`src/rtl/count_run_sequencer.sv`:
```
// count_run_sequencer: launches a programmable batch of counting runs on a
// 4-bit go/counter/done_sig engine. Each run is checked against the engine
// protocol. A protocol violation or a timeout latches a fault code, which is
// held until clear.
module count_run_sequencer #(
    parameter int CNT_W   = 4,
    parameter int RUN_W   = 8,
    parameter int TIMEOUT = 32,
    parameter int GAP     = 1
) (
    input  logic             clk,
    input  logic             rst,
    input  logic             start,
    input  logic [RUN_W-1:0] runs,
    input  logic             clear,
    input  logic [CNT_W-1:0] counter,
    input  logic             done_sig,
    output logic             go,
    output logic             busy,
    output logic [RUN_W-1:0] run_count,
    output logic             all_done,
    output logic             fault,
    output logic [1:0]       fault_code
);

    localparam int TMR_W = $clog2(TIMEOUT + 1);
    localparam int GAP_W = (GAP > 1) ? $clog2(GAP + 1) : 1;

    localparam logic [CNT_W-1:0] CNT_ONE  = CNT_W'(1);
    localparam logic [CNT_W-1:0] CNT_MAX  = '1;
    localparam logic [RUN_W-1:0] RUN_ONE  = RUN_W'(1);
    localparam logic [TMR_W-1:0] TMR_ONE  = TMR_W'(1);
    localparam logic [TMR_W-1:0] TMR_LAST = TMR_W'(TIMEOUT - 1);
    localparam logic [GAP_W-1:0] GAP_ONE  = GAP_W'(1);
    localparam logic [GAP_W-1:0] GAP_LAST = GAP_W'(GAP - 1);

    typedef enum logic [2:0] {
        ST_IDLE,
        ST_ISSUE,
        ST_WAIT,
        ST_GAP,
        ST_FAULT
    } state_e;

    typedef enum logic [1:0] {
        FC_NONE     = 2'd0,
        FC_TIMEOUT  = 2'd1,
        FC_SEQUENCE = 2'd2,
        FC_SPURIOUS = 2'd3
    } fault_code_e;

    state_e      state_q,      state_d;
    fault_code_e fault_code_q, fault_code_d;
    logic [RUN_W-1:0] remaining_q, remaining_d;
    logic [RUN_W-1:0] run_count_q, run_count_d;
    logic [TMR_W-1:0] timer_q,     timer_d;
    logic [CNT_W-1:0] prev_q,      prev_d;
    logic [GAP_W-1:0] gap_q,       gap_d;
    logic             started_q,   started_d;
    logic             all_done_q,  all_done_d;

    logic seq_ok;
    logic run_valid;
    logic run_count_inc_sat;

    // Counter check: 0 may be held before the first step, and that step must
    // land on 1. After it, the counter either holds or advances by one
    // (mod 2^CNT_W).
    assign seq_ok = started_q ? ((counter == prev_q) || (counter == prev_q + CNT_ONE))
                              : ((counter == '0) || (counter == CNT_ONE));

    // A run is complete only when done arrives on the wrap from all-ones to 0.
    assign run_valid = started_q && (counter == '0) && (prev_q == CNT_MAX);

    assign run_count_inc_sat = ~(&run_count_q);

    // Next-state and register-update logic for the batch FSM.
    always_comb begin
        // NOTE: every signal driven here receives a default first, so that no
        // path through the case statement can leave a latch behind.
        state_d      = state_q;
        fault_code_d = fault_code_q;
        remaining_d  = remaining_q;
        run_count_d  = run_count_q;
        timer_d      = timer_q;
        prev_d       = prev_q;
        gap_d        = gap_q;
        started_d    = started_q;
        all_done_d   = 1'b0;

        unique case (state_q)
            ST_IDLE: begin
                if (done_sig) begin
                    state_d      = ST_FAULT;
                    fault_code_d = FC_SPURIOUS;
                end else if (start) begin
                    run_count_d = '0;
                    if (runs != '0) begin
                        remaining_d = runs;
                        state_d     = ST_ISSUE;
                    end else begin
                        all_done_d = 1'b1;
                    end
                end
            end

            ST_ISSUE: begin
                timer_d   = '0;
                prev_d    = '0;
                started_d = 1'b0;
                if (done_sig) begin
                    state_d      = ST_FAULT;
                    fault_code_d = FC_SPURIOUS;
                end else begin
                    state_d = ST_WAIT;
                end
            end

            ST_WAIT: begin
                timer_d = timer_q + TMR_ONE;
                prev_d  = counter;
                if (done_sig) begin
                    if (run_valid) begin
                        if (run_count_inc_sat) begin
                            run_count_d = run_count_q + RUN_ONE;
                        end
                        remaining_d = remaining_q - RUN_ONE;
                        if (remaining_q == RUN_ONE) begin
                            all_done_d = 1'b1;
                            state_d    = ST_IDLE;
                        end else begin
                            gap_d   = '0;
                            state_d = ST_GAP;
                        end
                    end else begin
                        state_d      = ST_FAULT;
                        fault_code_d = FC_SEQUENCE;
                    end
                end else if (!seq_ok) begin
                    // A sequence violation outranks a simultaneous timeout.
                    state_d      = ST_FAULT;
                    fault_code_d = FC_SEQUENCE;
                end else if (timer_q == TMR_LAST) begin
                    state_d      = ST_FAULT;
                    fault_code_d = FC_TIMEOUT;
                end else begin
                    started_d = started_q | (counter != '0);
                end
            end

            ST_GAP: begin
                if (done_sig) begin
                    state_d      = ST_FAULT;
                    fault_code_d = FC_SPURIOUS;
                end else if (gap_q == GAP_LAST) begin
                    state_d = ST_ISSUE;
                end else begin
                    gap_d = gap_q + GAP_ONE;
                end
            end

            ST_FAULT: begin
                if (clear) begin
                    state_d      = ST_IDLE;
                    fault_code_d = FC_NONE;
                end
            end

            default: begin
                state_d = ST_IDLE;
            end
        endcase
    end

    // State and datapath registers with synchronous reset.
    always_ff @(posedge clk) begin
        // NOTE: sequential state is written with non-blocking assignments, so
        // every register samples the values from before the edge.
        if (rst) begin
            state_q      <= ST_IDLE;
            fault_code_q <= FC_NONE;
            remaining_q  <= '0;
            run_count_q  <= '0;
            timer_q      <= '0;
            prev_q       <= '0;
            gap_q        <= '0;
            started_q    <= 1'b0;
            all_done_q   <= 1'b0;
        end else begin
            state_q      <= state_d;
            fault_code_q <= fault_code_d;
            remaining_q  <= remaining_d;
            run_count_q  <= run_count_d;
            timer_q      <= timer_d;
            prev_q       <= prev_d;
            gap_q        <= gap_d;
            started_q    <= started_d;
            all_done_q   <= all_done_d;
        end
    end

    // go is gated by rst so that a reset can never coincide with a launch.
    assign go         = (state_q == ST_ISSUE) && !rst;
    assign busy       = (state_q == ST_ISSUE) || (state_q == ST_WAIT) || (state_q == ST_GAP);
    assign fault      = (state_q == ST_FAULT);
    assign fault_code = fault_code_q;
    assign run_count  = run_count_q;
    assign all_done   = all_done_q;

endmodule

```
`config.mk`:
```
export PLATFORM = sky130hd
export DESIGN_NAME = count_run_sequencer
export DESIGN_NICKNAME = d
export VERILOG_FILES = /design/src/rtl/count_run_sequencer.sv
export SDC_FILE = /design/constraint.sdc
export NUM_CORES = 1
export LEC_CHECK = 0
export ABC_AREA = 1
export CAP_MARGIN = 20
export CORE_MARGIN = 2
export CORE_UTILIZATION = 54
export DETAILED_ROUTE_END_ITERATION = 16
export PLACE_DENSITY = 0.83
export SLEW_MARGIN = 30
export SYNTH_ARGS = -nofsm -noshare
export SYNTH_HDL_FRONTEND = slang
export SYNTH_SLANG_ARGS = --single-unit
```
`constraint.sdc`:
```
create_clock -name clk -period 2.2 [get_ports clk]
set_clock_uncertainty 0.1 [all_clocks]
set_input_delay 0.33 -clock clk [delete_from_list [all_inputs] [get_ports clk]]
set_output_delay 0.33 -clock clk [all_outputs]
set_load 0.01 [all_outputs]
```
After elaboration in Yosys (flattened, before gate mapping)
Cells that the tools add are included.
{"block": "classes", "shifts": 0, "n_mul": 0, "mux": 52, "n_reduce_logical": 24, "bitwise": 1, "addsub": 5, "div": 0, "eq_ne": 28, "n_lt_le_gt_ge": 0}
{"operator": "$mux W8", "n": 10}
{"operator": "$mux W3", "n": 11}
{"operator": "$pmux W8 S2", "n": 2}
{"operator": "$ne A2 B2 Y1 const B", "n": 12}
{"operator": "$mux W1", "n": 15}
{"operator": "$pmux W3 S5", "n": 1}
{"operator": "$reduce_and A5 Y1", "n": 3}
{"operator": "$mux W2", "n": 7}
{"operator": "$ne A3 B3 Y1 const B", "n": 4}
{"operator": "$pmux W6 S2", "n": 1}
{"operator": "$reduce_and A6 Y1", "n": 2}
{"operator": "$add A8 B1 Y8 const B", "n": 1}
{"operator": "$eq A4 B4 Y1", "n": 2}
{"operator": "$eq A8 B1 Y1 const B", "n": 1}
{"operator": "$pmux W4 S2", "n": 1}
{"operator": "$reduce_and A8 Y1", "n": 1}
{"operator": "$reduce_bool A8 Y1", "n": 1}
{"operator": "$sub A8 B1 Y8 const B", "n": 1}
{"operator": "$add A6 B1 Y6 const B", "n": 1}
{"operator": "$eq A3 B2 Y1 const B", "n": 2}
{"operator": "$eq A6 B5 Y1 const B", "n": 1}
{"operator": "$pmux W1 S2", "n": 3}
{"operator": "$pmux W2 S3", "n": 1}
{"operator": "$reduce_bool A2 Y1", "n": 3}
{"operator": "18 further kinds", "n": 23}
{"block": "word_totals", "memories": 0, "out_inout_bits": 14, "word_cells": 119, "input_bits": 17, "latch_bits": 0, "ramBits": 0, "regBits": 34, "mem_bits_ro": 0}

Depth between registers and ports, before layout
Gate-level depths: netlist of run 1.
{"block": "depth", "ltp_word": 7, "ltp_mapped": 12, "mapped_depth_nobuf": 12}

Least setup slack after synthesis of run 1
OpenSTA, ideal clock, no wires.
{"block": "synth_path", "kind": "register -> register", "startpoint": "register prev_q[0]", "endpoint": "register run_count_q[0] (netlist: run_count[0])", "slack_ns": 0.428, "required_ns": 1.985, "setup_time_ns": 0.115, "n_path_buf": 0, "arrival_ns": 1.558, "stages_incl_launch_ff": 11, "period_less_slack_ns": 1.772, "path_cell_list": "dfxtp_1 ha_1 nand4_1 nor2_4 nor2_8 nor2_8 inv_2 nor2_4 inv_2 a21oi_1 nor2_1"}
{"block": "synth_via", "elab_chain_cells": 4}
{"item": "start: declaration", "line": "57", "source": "logic [CNT_W-1:0] prev_q, prev_d;"}
{"item": "start signal: assignment", "line": "195", "source": "prev_q <= prev_d;"}
{"item": "$eq A4 B4 Y1", "line": "73", "source": "assign run_valid = started_q && (counter == '0) && (prev_q == CNT_MAX);"}
{"item": "$logic_and A1 B1 Y1", "line": "73"}
{"item": "$ne A2 B2 Y1 (no line)"}
{"item": "$reduce_and A6 Y1 (no line)"}
{"item": "end signal: assignment", "line": "193", "source": "run_count_q <= run_count_d;"}
{"item": "end: declaration", "line": "55", "source": "logic [RUN_W-1:0] run_count_q, run_count_d;"}
No other way between the ends.
A chain may end at the register's enable or synchronous reset.

Worst setup path in the final report of run 1
{"block": "layout_path", "startpoint": "register state_q[0]", "endpoint": "output go"}
{"block": "layout_via", "elab_chain_cells": 2}
{"item": "start: declaration", "line": "52", "source": "state_e state_q, state_d;"}
{"item": "start signal: assignment", "line": "190", "source": "state_q <= state_d;"}
{"item": "$eq A3 B1 Y1", "line": "203", "source": "assign go = (state_q == ST_ISSUE) && !rst;"}
{"item": "$logic_and A1 B1 Y1", "line": "203"}
{"item": "end: declaration", "line": "18", "source": "output logic go,"}
No other way between the ends.

==> summary.md, run 1 <==
| Metric | Value |
|---|---|
| Routability Congestion | 0.943 |
| Worst skew pair latency | 0.29 ns |
| Chip height | 66.4 µm |
| Worst path arrival time | around 1.7 ns |
| Worst setup margin | 0.0964 ns |
| Initial antenna violation count | 0 |
| CTS buffer count | 5 |
| Clock sink total | 33 |
| Port buffer count | 30 |
| Cell breakdown of the critical path | inv_1 -> nor2_1 -> nand2_1 -> nor2_1 -> clkdlybuf4s50_1 |
| Critical Path Slowest Stage Cell | clkdlybuf4s50_1 |
| Area grow syn2layout | 22.8% |
| Setup TNS | 0 ns |
| Largest cells by area after synthesis | dfxtp_1 31%, nand2_1 14%, nor2_1 8.4% |
| Maximum clock frequency | 0.475 GHz |
| Routed Antenna Nets | 0 |
| Comb power frac | 33.6% |
| Net Sw Frac | around 36% |
| Worst-case clock buffer depth | 2 |
| Root Driver | clkbuf_8 |
| Max-cap violations | 0 |
| Flop pwr share | just over 40% |
| First-pass GRT wire length | between 8000 and 9000 µm |
| H-tree level count | 2 |
| Crit path max-delay family | buffers and inverters |
| Largest net degree at the start of global routing | 23 |
| Die Wd | 66.4 µm |
| Crit-path max FO | 3 |
| Sequential fraction of the synthesis area | 31.4% |
| Yosys reg bits | 33 |
| Synth Cell Area | 2100 µm² |
| Vias in the first global route | 2044 |
| Power Dens Cells | 665 nW/µm² |
| Ys Warns | 0 |
| Drt first pass iters | 4 |
| DRT Wirelength | 5120 µm |
| Hold Path Class | reg -> reg |
| Tcrit/Tclk final | 95.6% |
| Critical path launch point | state_q[0] |
| Synth cell types | 32 |
| CTS tree | done |
| Hold_sp | timer_q[5] |
| Clk slew on worst S/H paths | 0.07 ns |
| Crit path launch type | flop |
| Fin util | 69.5% |
| Fin area | 2580 µm² |
| Hold buffers post-CTS | 0 |
| Total GRT Usage | 25.5% |
| Pleak | between 1 and 1.5 nW |
| Sw power | roughly 0.00062 W |
| RSZ-0062 raised after global routing | no |
| Crit end category | primary output |
| Mean post-synth cell area | between 6 and 7 µm² |
| Overflow after GRT | 0 |
| Drt drc | 0 |
| Starting Density | 56.6% |
| Row Count | 22 |
| Dpl ws | -0.00204 ns |
| Clock Power Share | 25.6% |
| Most common cell on crit path | nor2_1 |
| Worst path bufs/invs | 2 |
| Die area | 4410 µm² |
| Least-Margin Pin Slew | 0.389 ns |
| CP Class | reg -> out |
| Drt via density | 5.38 |
| Per-cell routed wire length | approximately 12 µm |
| # placed instances | 403 |
| Relative slew slack | 74.0% |
| Post-detail-place hpwl | 3580 µm |
| Worst path max stage delay | ~0.55 ns |
| Syn Nets | 345 |
| Ports | 31 |
| Mapped Cells | between 300 and 400 |
| Max Slew Vio Count | 0 |
| Worst r2r src | prev_q[0] |
| Worst Path Required | 1.77 ns |
| Via count | 2213 |
| Core ar. | about 3700 µm² |
| Final setup viols | 0 |
| Final nets | 384 |
| DP Area | between 2000 and 2500 µm² |
| Fraction of layout cells with a size suffix above 1 | 10.7% |
| Status | complete, no violations |
| Fin crit period | 2.10 ns |
| Internal | 0.00110 W |
| ANT cells | 0 |
| Non-filler instance count after layout | 411 |
| Final Hold Fails | 0 |
| Synth area leader | dfxtp_1 |
| Number of DRC markers in iteration 0 | roughly 200 |
| Synth top area share | between 30% and 40% |
| Peak supply drop | 0.451 mV |
-- flip-flops by register name, summed over array words and instances, names as in the netlist --
| name | cells |
|---|---|
| started_q | 1 |
| run_count | 8 |
| all_done | 1 |
| timer_q | 6 |
| fault_code | 2 |
| remaining_q | 8 |
| state_q | 3 |
| prev_q | 4 |
-- worst register-to-register path, delay by kind of cell, from the launching register on --
| kind | cells | cell delay (ns) |
|---|---|---|
| and+or+nand+nor | 6 | 0.85 |
| buffers and inverters | 2 | 0.17 |
| DFF | 1 | 0.41 |
| adders and majority gates | 1 | 0.24 |
| AOI/OAI and AO/OA | 1 | 0.13 |
-- cells by family after synthesis --
kind of cell	after synthesis	share of synthesized area, %
buffers and inverters	47	8.98
adders and majority gates	5	2.97
DFF	33	31.4
AOI/OAI and AO/OA	60	16.5
and+or+nand+nor	171	37.2
xor gates and xnor gates	7	2.91
-- synthesized netlist by cell type --
library cell	number
a21oi_1	27
xnor2_1	2
o211ai_1	1
a211oi_2	2
inv_6	1
nor2_4	4
inv_1	34
nor2_8	3
o21ai_2	2
buf_4	1
or2_2	2
o21ai_1	4
nor2_1	47
nand2_2	3
and3_1	1
o31ai_1	3
xor2_1	5
a211oi_1	1
nor3_1	4
dfxtp_1	33
buf_2	3
clkbuf_1	3
o21ai_0	15
a221oi_1	2
nor3b_1	1
nand3_1	27
nand2_1	77
inv_2	5
ha_1	5
nand4_1	2
a31oi_1	2
o22ai_1	1
-- placed cells by master, fill, tap and decap left out, types with 3 or more instances in the layout --
master and n:
a21oi_1 27, buf_4 9, clkbuf_8 5, clkdlybuf4s50_1 30
dfxtp_1 33, ha_1 5, inv_1 34, inv_2 5
nand2_1 77, nand2_2 3, nand3_1 27, nor2_1 46
nor2_4 4, nor2_8 3, nor3_1 4, o21ai_0 15
o21ai_1 4, o31ai_1 3, xor2_1 5
-- power by group through the flow --
stage	Sequential [W]	Combinational, W	Clock [W]
after floorplan	0.000709	0.000392	0
after global placement	0.000710	0.000550	0
after detailed placement	0.000712	0.000563	0
after CTS	0.000699	0.000571	0.000445
after global routing	0.000707	0.000640	0.000472
final	0.000700	0.000577	0.000441
-- stage by stage --
stage	hold WS [ns]	total power [W]
global placement	0.348	0.00126
detailed placement	0.360	0.00128
CTS	0.370	0.00172
finish	0.374	0.00172
floorplan	0.303	0.00110
global route	0.404	0.00182
-- final timing paths --
| check | end | slack (ns) | cells after the start |
|---|---|---|---|
| hold reg to reg | timer_q[5] | 0.37 | 1 |
| hold / removal | timer_q[5] | 0.37 | 1 |
| setup / recovery | go | 0.1 | 5 |
| setup reg to reg | run_count[0] | 0.19 | 10 |
-- timing repair --
item,CTS,global route
setup endpoints to repair,0,1
resized for setup,0,1
setup buffers,0,0
-- final cells by class --
class	instances	area (µm²)
clock buffers	6	72.6
clock inverters	2	10.0
fillers	331	1130
inverters	40	155
multi-input cells	243	1260
flip-flops and latches	33	661
well taps	48	60.1
repair buffers	39	368
-- per-layer routing --
layer | vias to the layer above | track usage (%) | part of all wire [%] | routed length [µm]
met3 | 11 | 4.77 | 4.8 | 244
li1 | 1129 | - | - | -
met4 | 0 | 9.44 | 1.4 | 73
met5 | - | 0 | 0 | 0
met1 | 1015 | 31.6 | 45 | 2320
met2 | 58 | 43.5 | 48 | 2480
Note: power is estimated with default switching activity, not from simulation.
==> run 2: changes to the inputs <==
--- a/config.mk
+++ b/config.mk
@@ -6,7 +6,7 @@
 export NUM_CORES = 1
 export LEC_CHECK = 0
 export ABC_AREA = 1
-export CAP_MARGIN = 20
+export CAP_MARGIN = 40
 export CORE_MARGIN = 2
 export CORE_UTILIZATION = 54
 export DETAILED_ROUTE_END_ITERATION = 16
==> results of run 2 <==
Final layout, timing and power as in run 1 (identical DEF).
